<file path="src/rtl/serial_port_pkg.sv">
// Shared definitions for the serial port link: frame state encoding,
// address width helper and the parity function used on both link ends.
package serial_port_pkg;

    typedef enum logic [2:0] {
        IDLE  = 3'd0,
        START = 3'd1,
        ADDR  = 3'd2,
        DATA  = 3'd3,
        PAR   = 3'd4,
        DONE  = 3'd5
    } tx_state_e;

    // Address field width for a given port count; never narrower than one bit.
    function automatic int addr_w(input int n);
        return (n <= 2) ? 1 : $clog2(n);
    endfunction

    // Even parity over a zero-extended word (payloads up to 32 bits).
    function automatic logic even_par(input logic [31:0] v);
        return ^v;
    endfunction

endpackage

</file>
<file path="src/rtl/serial_port_tx_if.sv">
// Word-offer handshake into the serial transmitter: one (port, data)
// word moves on every clock where in_valid and in_ready are both high.
interface serial_port_tx_if
    import serial_port_pkg::*;
#(
    parameter int DATA_W  = 4,
    parameter int N_PORTS = 4
) ();
    localparam int ADDR_W = addr_w(N_PORTS);

    logic              in_valid;
    logic              in_ready;
    logic [ADDR_W-1:0] in_port;
    logic [DATA_W-1:0] in_data;

    modport master (output in_valid, output in_port, output in_data, input in_ready);
    modport slave  (input in_valid, input in_port, input in_data, output in_ready);
endinterface

</file>
<file path="src/rtl/serial_port_piso.sv">
// Loadable parallel-in serial-out shift register with a saturating count
// of bits shifted out since the last load. bit_o always shows the bit that
// the next shift will consume.
module serial_port_piso #(
    parameter int W         = 4,
    parameter bit MSB_FIRST = 1'b0
) (
    input  logic                   clk,
    input  logic                   rst_n,
    input  logic                   load_i,
    input  logic [W-1:0]           load_val_i,
    input  logic                   shift_i,
    output logic                   bit_o,
    output logic [$clog2(W+1)-1:0] cnt_o
);
    localparam int CW = $clog2(W+1);

    logic [W-1:0]  sr_q;
    logic [CW-1:0] cnt_q;

    // Shift register holds payload only, so it carries no reset.
    always_ff @(posedge clk) begin
        if (load_i)
            sr_q <= load_val_i;
        else if (shift_i)
            sr_q <= MSB_FIRST ? (sr_q << 1) : (sr_q >> 1);
    end

    // Bit counter restarts on load and sticks at W instead of wrapping.
    always_ff @(posedge clk or negedge rst_n) begin
        if (!rst_n)
            cnt_q <= '0;
        else if (load_i)
            cnt_q <= '0;
        else if (shift_i && (cnt_q != CW'(W)))
            cnt_q <= cnt_q + 1'b1;
    end

    assign bit_o = MSB_FIRST ? sr_q[W-1] : sr_q[0];
    assign cnt_o = cnt_q;
endmodule

</file>
<file path="src/rtl/serial_port_tx.sv">
// Serial port transmitter: start bit, destination port (MSB first), data
// (LSB first), optional even parity, then a one-cycle done pulse. lb/pb/
// bit_vld let a same-clock port demultiplexer consume the data bits directly.
// Every output is a flop loaded from the next-state decode, so outputs line
// up with the state register without an extra cycle of latency.
module serial_port_tx
    import serial_port_pkg::*;
#(
    parameter int DATA_W    = 4,
    parameter int N_PORTS   = 4,
    parameter bit PARITY_EN = 1'b0,
    parameter bit IDLE_LVL  = 1'b1
) (
    input  logic                      clk,
    input  logic                      rst_n,
    serial_port_tx_if.slave           tx_if,
    output logic                      serout,
    output logic [$clog2(DATA_W)-1:0] lb,
    output logic [N_PORTS-1:0]        pb,
    output logic                      bit_vld,
    output logic                      done
);
    localparam int ADDR_W = addr_w(N_PORTS);
    localparam int LB_W   = $clog2(DATA_W);
    localparam int ACW    = $clog2(ADDR_W + 1);
    localparam int DCW    = $clog2(DATA_W + 1);

    localparam logic [2:0] S_IDLE  = IDLE;
    localparam logic [2:0] S_START = START;
    localparam logic [2:0] S_ADDR  = ADDR;
    localparam logic [2:0] S_DATA  = DATA;
    localparam logic [2:0] S_PAR   = PAR;
    localparam logic [2:0] S_DONE  = DONE;

    logic [2:0]         state_q, state_d;
    logic               in_ready_q, in_ready_d;
    logic               serout_q, serout_d;
    logic [LB_W-1:0]    lb_q, lb_d;
    logic [N_PORTS-1:0] pb_q, pb_d;
    logic               bit_vld_q, bit_vld_d;
    logic               done_q, done_d;
    logic [ADDR_W-1:0]  port_q;
    logic               par_q;

    logic               accept;
    logic               addr_bit, data_bit;
    logic [ACW-1:0]     addr_cnt;
    logic [DCW-1:0]     data_cnt;

    assign accept = tx_if.in_valid && in_ready_q;

    serial_port_piso #(.W(ADDR_W), .MSB_FIRST(1'b1)) u_addr_piso (
        .clk        (clk),
        .rst_n      (rst_n),
        .load_i     (accept),
        .load_val_i (tx_if.in_port),
        .shift_i    (state_d == S_ADDR),
        .bit_o      (addr_bit),
        .cnt_o      (addr_cnt)
    );

    serial_port_piso #(.W(DATA_W), .MSB_FIRST(1'b0)) u_data_piso (
        .clk        (clk),
        .rst_n      (rst_n),
        .load_i     (accept),
        .load_val_i (tx_if.in_data),
        .shift_i    (state_d == S_DATA),
        .bit_o      (data_bit),
        .cnt_o      (data_cnt)
    );

    // Frame sequencing; each shifting phase ends once its field is fully out.
    always_comb begin
        state_d = state_q;
        case (state_q)
            S_IDLE:  if (accept) state_d = S_START;
            S_START: state_d = S_ADDR;
            S_ADDR:  if (addr_cnt == ACW'(ADDR_W)) state_d = S_DATA;
            S_DATA:  if (data_cnt == DCW'(DATA_W)) state_d = PARITY_EN ? S_PAR : S_DONE;
            S_PAR:   state_d = S_DONE;
            S_DONE:  state_d = S_IDLE;
            default: state_d = S_IDLE;
        endcase
    end

    // Output values for the state being entered at the next edge.
    always_comb begin
        serout_d   = IDLE_LVL;
        lb_d       = '0;
        pb_d       = '0;
        bit_vld_d  = 1'b0;
        done_d     = 1'b0;
        in_ready_d = 1'b0;
        case (state_d)
            S_IDLE:  in_ready_d = 1'b1;
            S_START: serout_d = ~IDLE_LVL;
            S_ADDR:  serout_d = addr_bit;
            S_DATA: begin
                serout_d  = data_bit;
                lb_d      = data_cnt[LB_W-1:0];
                pb_d      = {{(N_PORTS-1){1'b0}}, 1'b1} << port_q;
                bit_vld_d = 1'b1;
            end
            S_PAR:   serout_d = par_q;
            S_DONE:  done_d = 1'b1;
            default: serout_d = IDLE_LVL;
        endcase
    end

    // Control state and registered outputs; reset abandons any frame at once.
    always_ff @(posedge clk or negedge rst_n) begin
        if (!rst_n) begin
            state_q    <= S_IDLE;
            in_ready_q <= 1'b1;
            serout_q   <= IDLE_LVL;
            lb_q       <= '0;
            pb_q       <= '0;
            bit_vld_q  <= 1'b0;
            done_q     <= 1'b0;
        end else begin
            state_q    <= state_d;
            in_ready_q <= in_ready_d;
            serout_q   <= serout_d;
            lb_q       <= lb_d;
            pb_q       <= pb_d;
            bit_vld_q  <= bit_vld_d;
            done_q     <= done_d;
        end
    end

    // Captured destination and parity for the word in flight.
    always_ff @(posedge clk) begin
        if (accept) begin
            port_q <= tx_if.in_port;
            par_q  <= even_par(32'(tx_if.in_data));
        end
    end

    assign tx_if.in_ready = in_ready_q;
    assign serout         = serout_q;
    assign lb             = lb_q;
    assign pb             = pb_q;
    assign bit_vld        = bit_vld_q;
    assign done           = done_q;
endmodule
</file>
<file path="src/flat_wrapper.sv">
// flat-port wrapper written by rule: the top's interface ports become plain ports
module serial_port_tx_flat import serial_port_pkg::*;
#(
    parameter int DATA_W    = 4,
    parameter int N_PORTS   = 4,
    parameter bit PARITY_EN = 1'b0,
    parameter bit IDLE_LVL  = 1'b1
)
  (clk, rst_n, serout, lb, pb, bit_vld, done, tx_if_in_valid, tx_if_in_port, tx_if_in_data, tx_if_in_ready);
  serial_port_tx_if #(.DATA_W(DATA_W), .N_PORTS(N_PORTS)) tx_if_i ();
  input  logic clk;
  input  logic rst_n;
  output logic serout;
  output logic [$clog2(DATA_W)-1:0] lb;
  output logic [N_PORTS-1:0] pb;
  output logic bit_vld;
  output logic done;
  input wire logic [$bits(tx_if_i.in_valid)-1:0] tx_if_in_valid;
  input wire logic [$bits(tx_if_i.in_port)-1:0] tx_if_in_port;
  input wire logic [$bits(tx_if_i.in_data)-1:0] tx_if_in_data;
  output wire logic [$bits(tx_if_i.in_ready)-1:0] tx_if_in_ready;
  assign tx_if_i.in_valid = tx_if_in_valid;
  assign tx_if_i.in_port = tx_if_in_port;
  assign tx_if_i.in_data = tx_if_in_data;
  assign tx_if_in_ready = tx_if_i.in_ready;
  serial_port_tx #(.DATA_W(DATA_W), .N_PORTS(N_PORTS), .PARITY_EN(PARITY_EN), .IDLE_LVL(IDLE_LVL)) u_core (.clk(clk), .rst_n(rst_n), .tx_if(tx_if_i), .serout(serout), .lb(lb), .pb(pb), .bit_vld(bit_vld), .done(done));
endmodule
</file>
<file path="config.mk">
export PLATFORM = sky130hd
export DESIGN_NAME = serial_port_tx_flat
export DESIGN_NICKNAME = d
export VERILOG_FILES = /design/src/rtl/serial_port_pkg.sv /design/src/rtl/serial_port_tx_if.sv /design/src/rtl/serial_port_piso.sv /design/src/rtl/serial_port_tx.sv /design/src/flat_wrapper.sv
export SDC_FILE = /design/constraint.sdc
export NUM_CORES = 1
export LEC_CHECK = 0
export ABC_AREA = 1
export CAP_MARGIN = 20
export CELL_PAD_IN_SITES_DETAIL_PLACEMENT = 0
export CELL_PAD_IN_SITES_GLOBAL_PLACEMENT = 1
export CORE_MARGIN = 2
export CORE_UTILIZATION = 42
export DETAILED_ROUTE_END_ITERATION = 12
export PLACE_DENSITY_LB_ADDON = 0.1
export SYNTH_ARGS = -nofsm -noshare
export SYNTH_HDL_FRONTEND = slang
export SYNTH_HIERARCHICAL = 1
export SYNTH_SLANG_ARGS = --single-unit
</file>
<file path="constraint.sdc">
create_clock -name clk -period 3.7 [get_ports clk]
set_input_delay 0.555 -clock clk [delete_from_list [all_inputs] [get_ports clk]]
set_output_delay 0.555 -clock clk [all_outputs]
set_load 0.02 [all_outputs]
</file>
Word-level counts from Yosys, hierarchy flattened
Index checks and enable logic that the tools add are counted.

Bits of input ports: 9. Bits in registers: 27. Logic and storage cells: 57. Output and inout bits: 10.

Reduce and logical (&&, ||, !) cells: 10. Shifts and indexed selects: 1. Add/subtract/negate cells: 2. Multiplexer cells: 18. Equality and inequality tests: 13.

Operator list (count): 32-bit parity (1); 3-bit two-way mux (5); 3-bit case mux with 5 select lines (1); 3-bit by 2-bit equality test with 1-bit output, second input constant (4); 3-bit equality test, second input constant (4); 4-bit two-way mux (3); 2-bit two-way mux (5); 2-bit nonzero test (4); 3-bit by 1-bit equality test with 1-bit output, second input constant (2); 3-bit logical NOT (2); 1-bit case mux with 4 select lines (1); 1-bit by 2-bit << shifter with 4-bit output, first input constant (1); 3-bit by 1-bit adder with 3-bit output, second input constant (1); 1-bit logical AND (3); 1-bit two-way mux (3); 3-bit inequality test, second input constant (1); 2-bit by 1-bit adder with 2-bit output, second input constant (1); 2-bit equality test, second input constant (1); 2-bit inequality test, second input constant (1).

Logic depth before layout (Yosys ltp)
Gate-level depths: netlist (run 1).

Depth after elaboration: 7. Depth in mapped cells: 12.

Hierarchy
The synthesis (run 1) kept the hierarchy.

Modules (own cells, without submodules): serial_port_tx (area each 649.4 um^2, cells an instance 72, instances 1); serial_port_piso (u_core.u_data_piso) (area each 361.6 um^2, cells an instance 41, instances 1); serial_port_piso (u_core.u_addr_piso) (area each 205.2 um^2, cells an instance 25, instances 1).

Worst setup path after synthesis (run 1)
Ideal clock, no wire load.

Path type: flip-flop to flip-flop. Start: register u_core.in_ready_q (netlist: u_core/tx_if.in_ready). End: register u_core.u_addr_piso.sr_q[0], enable pin. Library setup time: 250 ps. Clock period less this slack: 1589 ps. Path slack: 2111 ps. Data arrival time: 1339 ps. Path buffers: 0. Cell stages (with the launch flop): 8. Cells stage by stage: dfstp_2 -> nand2_1 -> inv_1 -> nand4_1 -> nand3_1 -> a21oi_1 -> inv_1 -> nand2_2.

Cells in the longest elaborated chain, start to end: 5.

RTL lines: start, declared (RTL line serial_port_tx.sv:36) `logic in_ready_q, in_ready_d;`; start signal, assigned (RTL line serial_port_tx.sv:122) `in_ready_q <= in_ready_d;`; 1-bit logical AND (RTL line serial_port_tx.sv:50) `assign accept = tx_if.in_valid && in_ready_q;`; named net u_core.accept (RTL line serial_port_tx.sv:45) `logic accept;`; 3-bit two-way mux (RTL line serial_port_tx.sv:76) `S_IDLE: if (accept) state_d = S_START;`; 3-bit case mux with 5 select lines (RTL line serial_port_tx.sv:75) `case (state_q)`; named net u_core.state_d[0] (RTL line serial_port_tx.sv:35) `logic [2:0] state_q, state_d;`; 3-bit by 2-bit equality test with 1-bit output (RTL line serial_port_tx.sv:57) `.shift_i (state_d == S_ADDR),`; 2-bit nonzero test (no line); end signal, assigned (RTL line serial_port_piso.sv:24) `sr_q <= load_val_i;`; end signal, assigned (RTL line serial_port_piso.sv:26) `sr_q <= MSB_FIRST ? (sr_q << 1) : (sr_q >> 1);`; end, declared (RTL line serial_port_piso.sv:18) `logic [W-1:0] sr_q;`.

The timed path passes the listed nets, and every way through them passes these cells. A chain may end at the register's enable or synchronous reset.

Worst setup path after layout (run 1)
Start: register u_core.in_ready_q (netlist: u_core/tx_if.in_ready). End: output port tx_if_in_ready.

RTL lines: end, declared (RTL line flat_wrapper.sv:21) `output wire logic [$bits(tx_if_i.in_ready)-1:0] tx_if_in_ready;`.

No word-level cell between the ends.

==> impl_summary.txt, run 1 <==
----------------------------------------------------
[Synthesis]
  Total nets after synthesis ... 150
  Cell area after synthesis ... 1220 sq um
  Cell types with the largest area share after synthesis ... sky130_fd_sc_hd__dfrtp_1 (33%), sky130_fd_sc_hd__edfxtp_1 (20%), sky130_fd_sc_hd__nand2_1 (11%), sky130_fd_sc_hd__inv_1 (7.7%), sky130_fd_sc_hd__nand3_1 (6.6%)
  Flops & latches, synth ... 26
  Sequential cell area fraction in the yosys report ... 0.570
  Number of synthesized flops with an enable pin ... 8
  Cell type with the highest aggregate area in the netlist ... sky130_fd_sc_hd__dfrtp_1
  Average cell area after synthesis ... 8.81 sq um
  Most common cell in the netlist ... sky130_fd_sc_hd__nand2_1
  Synth unique cells ... 18
  Cell count after synthesis ... 138
  Proportion of register bits with asynchronous set or reset after synthesis ... 0.692
  Total number of yosys warnings ... 6
  Share of the synthesized area in the top cell type ... 0.329
  Top_reg_cell synth ... sky130_fd_sc_hd__dfrtp_1
  Most numerous cell types in the synthesized netlist ... sky130_fd_sc_hd__nand2_1 (35), sky130_fd_sc_hd__inv_1 (25), sky130_fd_sc_hd__dfrtp_1 (16), sky130_fd_sc_hd__nand3_1 (16), sky130_fd_sc_hd__nor2_1 (11)

[Floorplanning]
  Placement Rows ... 19
  DIE AREA ... 3340 sq um
  IO Count ... 19
  Initial Utilization ... 0.441
  Core ar. ... 2760 sq um
  Width of the chip ... 57.8 um
  Chip height ... 57.8 um

[Cells and area]
  Final standard cell area without fillers ... 1460 sq um
  Area growth from synthesis to layout ... 20.2%
  Net count of the finished layout ... 173
  # diodes ... 0
  Fraction of final layout cells sized beyond drive strength 1 ... 0.113
  Number of standard cells in the final layout excluding fillers ... 191

[Global route]
  Via count of the first global-routing pass ... 866
  Pin count of the biggest net entering global routing ... 19
  Wire length of the first global-routing pass ... 3.75 mm
  Leftover overflow at the end of global routing ... 0
  GR Util All Layers ... 0.147
  Antenna violations before repair ... 0

[Min path]
  Hold_sp ... u_core/port_q[1]$_DFFE_PP_
  HP Class ... reg -> reg

[Timing]
  Maximum operating frequency ... 498 MHz
  Worst clock skew ... 0.00159 ns
  Setup violation total in the final timing report ... 0
  Period Utilization, post-route ... 0.542
  Unrepaired setup endpoints after global routing ... no
  Slew at the pin closest to its max-slew limit ... 0.785 ns
  Number of slew-limit violations in the final report ... 0
  Max transition margin ... 0.475
  Number of hold violations in the final report ... 0
  Setup Total Neg Slack ... 0 ns
  Worst-case hold slack ... 0.470 ns
  Time the final worst path needs with I/O delays and setup ... 2.01 ns

[Route]
  Routed length on met2 ... 1.07 mm
  Sum of routed wire segments on met1 ... 952 um
  WL per Instance ... 11.1 um
  Number of vias in the routed layout ... 907
  Top Metal Used ... met4
  Drt first-iter violations ... 43
  Number of iterations in the first detailed-routing pass ... 4
  Vias per inst ... 4.75
  DRT antenna net count ... 0
  Residual DRC count ... 0
  Routed wire length ... 2.12 mm
  Met3 wire length ... 84 um

[Clock network]
  CTS Buf Count ... 3
  PostCTS Resize Cnt ... 0
  Clock tree from TritonCTS ... yes
  Root buffer cell ... sky130_fd_sc_hd__clkbuf_4
  CTS sink cnt ... 26
  Register clock-pin slew on the reported worst setup and hold paths ... 0.13 ns
  Clock insertion delay at the later pin of the skew report ... 0.31 ns
  CTS H-tree depth ... 1
  Hold Buf Count CTS ... 0
  Post-CTS Setup Inserts ... 0
  Maximum root-to-sink buffer count ... 2

[Power and ir drop]
  Leakage power summed over all cells ... 0.761 nW
  Clock network power share ... 0.104
  Switching pwr ... 0.474 mW
  Portion of total power attributed to sequential cells ... 0.434
  Sw Ratio ... 0.415
  P_int ... 0.667 mW
  Comb power frac ... 0.462
  Power per Cell Area ... 781 nW/um^2
  PnR Total Power ... 1.14 mW
  Largest vdd supply drop ... 0.406 mV

[Status]
  Outcome ... completed

[Setup path]
  CP Capture Type ... output port
  CP top delay family ... buffers and inverters
  Crit-path max cell delay ... 0.59 ns
  Maximum net fanout on the critical path ... 2
  Chain of cells forming the critical path ... clkdlybuf4s50_1
  Timing startpoint of the critical path ... u_core/tx_if.in_ready$_DFF_PN1_
  Sort of element at the start of the critical path ... flip-flop
  Worst path buffer plus inverter count ... 1
  Slowest library cell on the worst path ... sky130_fd_sc_hd__clkdlybuf4s50_1
  Data arrival, critical path ... 1.45 ns
  CP Class ... reg -> out
  Worst r2r src ... u_core/tx_if.in_ready$_DFF_PN1_
  Required time reported for the critical path endpoint ... 3.14 ns

[Place]
  Area post-placement ... 1440 sq um
  Final weighted congestion of routability-driven global placement ... 0.902
  Post-Place Cells ... 187
  Half-perimeter wire length of the detailed placement result ... 1.65 mm
  Buffers added on ports ... 18

[Run]
  Max Cap Violations ... 0

----------------------------------------------------
[layer usage]
| layer | up-vias | GRT usage |
|---|---|---|
| li1 | 472 | - |
| met1 | 420 | 0.192 |
| met2 | 13 | 0.252 |
| met3 | 2 | 0.0201 |
| met4 | 0 | 0.0498 |
| met5 | - | 0 |
[flip-flops by register name, indices dropped and copies added, names as in the netlist, 2 cells and up]
| signal | cells |
|---|---|
| u_core/port_q | 2 |
| u_core/lb | 2 |
| u_core/u_data_piso/cnt_o | 3 |
| u_core/state_q | 3 |
| u_core/u_addr_piso/sr_q | 2 |
| u_core/u_data_piso/sr_q | 4 |
| u_core/pb | 4 |
| u_core/u_addr_piso/cnt_o | 2 |
[placed cells by master (no fill, tap or decap)]
master / synthesis / layout
sky130_fd_sc_hd__clkbuf_4: 0 / 3
sky130_fd_sc_hd__inv_2: 3 / 3
sky130_fd_sc_hd__nor2_2: 1 / 1
sky130_fd_sc_hd__edfxtp_1: 8 / 8
sky130_fd_sc_hd__inv_1: 25 / 25
sky130_fd_sc_hd__nor3_1: 4 / 4
sky130_fd_sc_hd__nand2_4: 2 / 2
sky130_fd_sc_hd__clkinv_1: 0 / 1
sky130_fd_sc_hd__a21oi_1: 3 / 3
sky130_fd_sc_hd__nor2_1: 11 / 11
sky130_fd_sc_hd__dfstp_2: 2 / 2
sky130_fd_sc_hd__nand3_2: 1 / 1
sky130_fd_sc_hd__nand2_2: 5 / 5
sky130_fd_sc_hd__o21ai_0: 1 / 1
sky130_fd_sc_hd__ha_1: 3 / 3
sky130_fd_sc_hd__nand4_1: 1 / 1
sky130_fd_sc_hd__dfrtp_1: 16 / 16
sky130_fd_sc_hd__clkdlybuf4s50_1: 0 / 18
sky130_fd_sc_hd__nor2_4: 1 / 1
sky130_fd_sc_hd__nand2_1: 35 / 35
sky130_fd_sc_hd__nand3_1: 16 / 16
[final cells by class]
cell class              count  area, sq um
clock inverters             1         3.75
fillers                   279         1300
clock buffers               3         22.5
inverters                  28          105
flip-flops and latches     26          693
multi-input cells          84          418
repair buffers             18          180
well taps                  31         38.8
[power by group through the flow]
| stage | Combinational (mW) | Sequential (mW) | Clock [mW] |
|---|---|---|---|
| final | 0.527 | 0.495 | 0.119 |
| after global routing | 0.607 | 0.512 | 0.134 |
| after CTS | 0.533 | 0.497 | 0.126 |
| after detailed placement | 0.530 | 0.505 | 0 |
| after global placement | 0.528 | 0.501 | 0 |
| after floorplan | 0.343 | 0.530 | 0 |
[metrics by stage]
step            util  setup slack (ns)
2_1_floorplan      -              2.11
3_3_place_gp   0.520              1.52
3_5_place_dp   0.520              1.46
4_1_cts        0.530              1.67
5_1_grt        0.530              1.64
6_report       0.530              1.69
[logic make-up (layout without fill, tap and decap cells)]
family | Yosys count | in the layout | share of synthesized area
simple gates | 77 | 77 | 0.296
buf+inv | 28 | 50 | 0.0864
fa+ha+maj | 3 | 3 | 0.0309
compound gates | 4 | 4 | 0.0165
flops | 26 | 26 | 0.570
[worst paths after layout]
| check | end | slack (ns) | cells after the start |
|---|---|---|---|
| setup / recovery | tx_if_in_ready | 1.69 | 1 |
| max in group asynchronous | u_core/pb[0]$_DFF_PN0_ | 2.53 | 1 |
| hold reg to reg | u_core/pb[1]$_DFF_PN0_ | 0.47 | 1 |
| setup reg to reg | u_core/u_addr_piso/sr_q[0]$_SDFFCE_PN0P_ | 1.97 | 7 |
| min in group asynchronous | u_core/u_data_piso/cnt_o[2]$_DFFE_PN0P_ | 0.68 | 1 |
| hold / removal | u_core/pb[1]$_DFF_PN0_ | 0.47 | 1 |
Note: power is estimated with default switching activity, not from simulation.
==> run 2, diff against run 1 <==
--- a/config.mk
+++ b/config.mk
@@ -10,7 +10,7 @@
 export CELL_PAD_IN_SITES_DETAIL_PLACEMENT = 0
 export CELL_PAD_IN_SITES_GLOBAL_PLACEMENT = 1
 export CORE_MARGIN = 2
-export CORE_UTILIZATION = 42
+export CORE_UTILIZATION = 35
 export DETAILED_ROUTE_END_ITERATION = 12
 export PLACE_DENSITY_LB_ADDON = 0.1
 export SYNTH_ARGS = -nofsm -noshare
==> constraint.sdc (replaced) <==
create_clock -name clk -period 1.6 [get_ports clk]
set_input_delay 0.24 -clock clk [delete_from_list [all_inputs] [get_ports clk]]
set_output_delay 0.24 -clock clk [all_outputs]
set_load 0.02 [all_outputs]
==> impl_summary.txt, run 2 (synthesis gave the netlist of run 1 again) <==
----------------------------------------------------
[Power and ir drop]
  PnR Total Power ... 2.85 mW
  Power per Cell Area ... 1820 nW/um^2
  P_int ... 1.69 mW
  Switching pwr ... 1.16 mW
  Clock network power share ... 0.114
  Portion of total power attributed to sequential cells ... 0.401
  Comb power frac ... 0.486
  Largest vdd supply drop ... 0.662 mV
  Leakage power summed over all cells ... 0.808 nW
  Sw Ratio ... 0.409

[Setup path]
  Crit-path max cell delay ... 0.60 ns
  Path depth of the worst reg2reg path ... 12
  CP Class ... reg -> out
  Timing startpoint of the critical path ... u_core/pb[0]$_DFF_PN0_
  Required time reported for the critical path endpoint ... 1.36 ns
  Maximum net fanout on the critical path ... 1
  Chain of cells forming the critical path ... clkdlybuf4s50_1
  Slowest library cell on the worst path ... sky130_fd_sc_hd__clkdlybuf4s50_1
  CP top delay family ... buffers and inverters
  Worst path buffer plus inverter count ... 1
  Worst R2R End ... u_core/u_data_piso/cnt_o[0]$_DFFE_PN0P_
  Data arrival, critical path ... 1.27 ns
  Worst r2r src ... u_core/state_q[2]$_DFF_PN0_
  R2R Setup Slk ... 0.11 ns
  CP Capture Type ... output port
  Sort of element at the start of the critical path ... flip-flop

[Floorplanning]
  Width of the chip ... 62.9 um
  DIE AREA ... 3960 sq um
  Initial Utilization ... 0.364
  IO Count ... 19
  Placement Rows ... 21
  Chip height ... 62.9 um
  Core ar. ... 3340 sq um

[Min path]
  HP Class ... in -> async

[Route]
  Number of iterations in the first detailed-routing pass ... 4
  Vias per inst ... 4.31
  Drt first-iter violations ... 24
  Number of vias in the routed layout ... 922
  Residual DRC count ... 0
  DRT antenna net count ... 0
  WL per Instance ... 10.8 um
  Routed wire length ... 2.32 mm

[Global route]
  Wire length of the first global-routing pass ... 4.17 mm
  Leftover overflow at the end of global routing ... 0
  Antenna violations before repair ... 0
  GR Util All Layers ... 0.132
  Via count of the first global-routing pass ... 977
  Pin count of the biggest net entering global routing ... 19

[Timing]
  Slew at the pin closest to its max-slew limit ... 0.242 ns
  Time the final worst path needs with I/O delays and setup ... 1.51 ns
  Number of slew-limit violations in the final report ... 0
  Setup Total Neg Slack ... 0 ns
  Worst-case hold slack ... 0.234 ns
  Number of hold violations in the final report ... 0
  Maximum operating frequency ... 662 MHz
  Period Utilization, post-route ... 0.944
  Unrepaired setup endpoints after global routing ... yes
  Setup violation total in the final timing report ... 0
  Worst clock skew ... 0.00929 ns
  Max transition margin ... 0.839

[Clock network]
  CTS H-tree depth ... 1
  Root buffer cell ... sky130_fd_sc_hd__clkbuf_4
  CTS Buf Count ... 3
  Hold Buf Count CTS ... 0
  Register clock-pin slew on the reported worst setup and hold paths ... 0.14 ns
  Clock insertion delay at the later pin of the skew report ... 0.31 ns
  Clock tree from TritonCTS ... yes
  Maximum root-to-sink buffer count ... 2
  CTS sink cnt ... 26

[Cells and area]
  Net count of the finished layout ... 181
  Fraction of final layout cells sized beyond drive strength 1 ... 0.202
  Area growth from synthesis to layout ... 28.7%
  Commonest non-fill, non-tap cell in the layout ... sky130_fd_sc_hd__nand2_1
  # diodes ... 0
  Top library cells by usage in the layout, fill and taps aside ... sky130_fd_sc_hd__nand2_1 (35), sky130_fd_sc_hd__inv_1 (23), sky130_fd_sc_hd__clkdlybuf4s50_1 (16), sky130_fd_sc_hd__nand3_1 (16), sky130_fd_sc_hd__dfrtp_1 (14)

[Place]
  Half-perimeter wire length of the detailed placement result ... 1.76 mm
  Final weighted congestion of routability-driven global placement ... 0.788
  Buffers added on ports ... 18

[Status]
  Outcome ... completed

[Run]
  Max Cap Violations ... 0

----------------------------------------------------
## run 2: changes by cell type in the layout (fill, tap and decap cells not counted)
cell                              previous run  this run
sky130_fd_sc_hd__dfrtp_2                     0         2
sky130_fd_sc_hd__nor2_4                      1         2
sky130_fd_sc_hd__buf_4                       0         8
sky130_fd_sc_hd__clkbuf_8                    0         1
sky130_fd_sc_hd__dlygate4sd2_1               0         2
sky130_fd_sc_hd__a21oi_2                     0         2
sky130_fd_sc_hd__dfrtp_1                    16        14
sky130_fd_sc_hd__clkdlybuf4s50_1            18        16
sky130_fd_sc_hd__clkinv_1                    1         0
sky130_fd_sc_hd__nor2_1                     11        10
sky130_fd_sc_hd__inv_2                       3         5
sky130_fd_sc_hd__a21oi_1                     3         1
sky130_fd_sc_hd__inv_1                      25        23
## run 2: how the worst max path moves through the flow
stage / to / cells after the start
6_report: pb[0] / 1
5_1_grt: u_core/u_data_piso/cnt_o[0]$_DFFE_PN0P_ / 11
4_1_cts: u_core/u_data_piso/cnt_o[1]$_DFFE_PN0P_ / 11
3_5_place_dp: u_core/u_addr_piso/sr_q[1]$_DFFE_PP_ / 8
3_3_place_gp: u_core/u_addr_piso/sr_q[0]$_SDFFCE_PN0P_ / 8
2_1_floorplan: u_core/u_addr_piso/sr_q[0]$_SDFFCE_PN0P_ / 7
## run 2: cell type report
type / count / area [sq um]
fill: 341 / 1770
sequential: 26 / 696
multi-input combinational: 84 / 433
timing repair buffer: 26 / 238
inverter: 28 / 105
tap: 46 / 57.6
clock buffer: 4 / 36.3
## run 2: what timing repair did
action,4_1_cts,5_1_grt
pin swaps,0,0
endpoints found under the setup margin,2,11
resized for setup,2,8
buffers inserted,0,1
## run 2: through the flow
step	setup WS (ns)	util	area, sq um	cells
finish	0.0893	0.469	1570	214
global route	-0.0133	0.469	1570	214
CTS	0.0185	0.462	1540	213
detailed placement	-0.0287	0.451	1510	209
global placement	0.00841	0.451	1510	209
floorplan	0.0112	-	1220	138
## run 2: metal layers
| metal | track usage | share of wire |
|---|---|---|
| met1 | 0.180 | 0.50 |
| met2 | 0.211 | 0.46 |
| met3 | 0.0234 | 0.033 |
| met4 | 0.0417 | 0.0082 |
| met5 | 0 | 0 |
## run 2: power groups by stage
stage / Combinational (mW) / Clock [mW] / Sequential (mW)
after floorplan: 0.792 / 0 / 1.23
after global placement: 1.36 / 0 / 1.14
after detailed placement: 1.37 / 0 / 1.14
after CTS: 1.36 / 0.344 / 1.13
after global routing: 1.59 / 0.367 / 1.18
final: 1.38 / 0.324 / 1.14
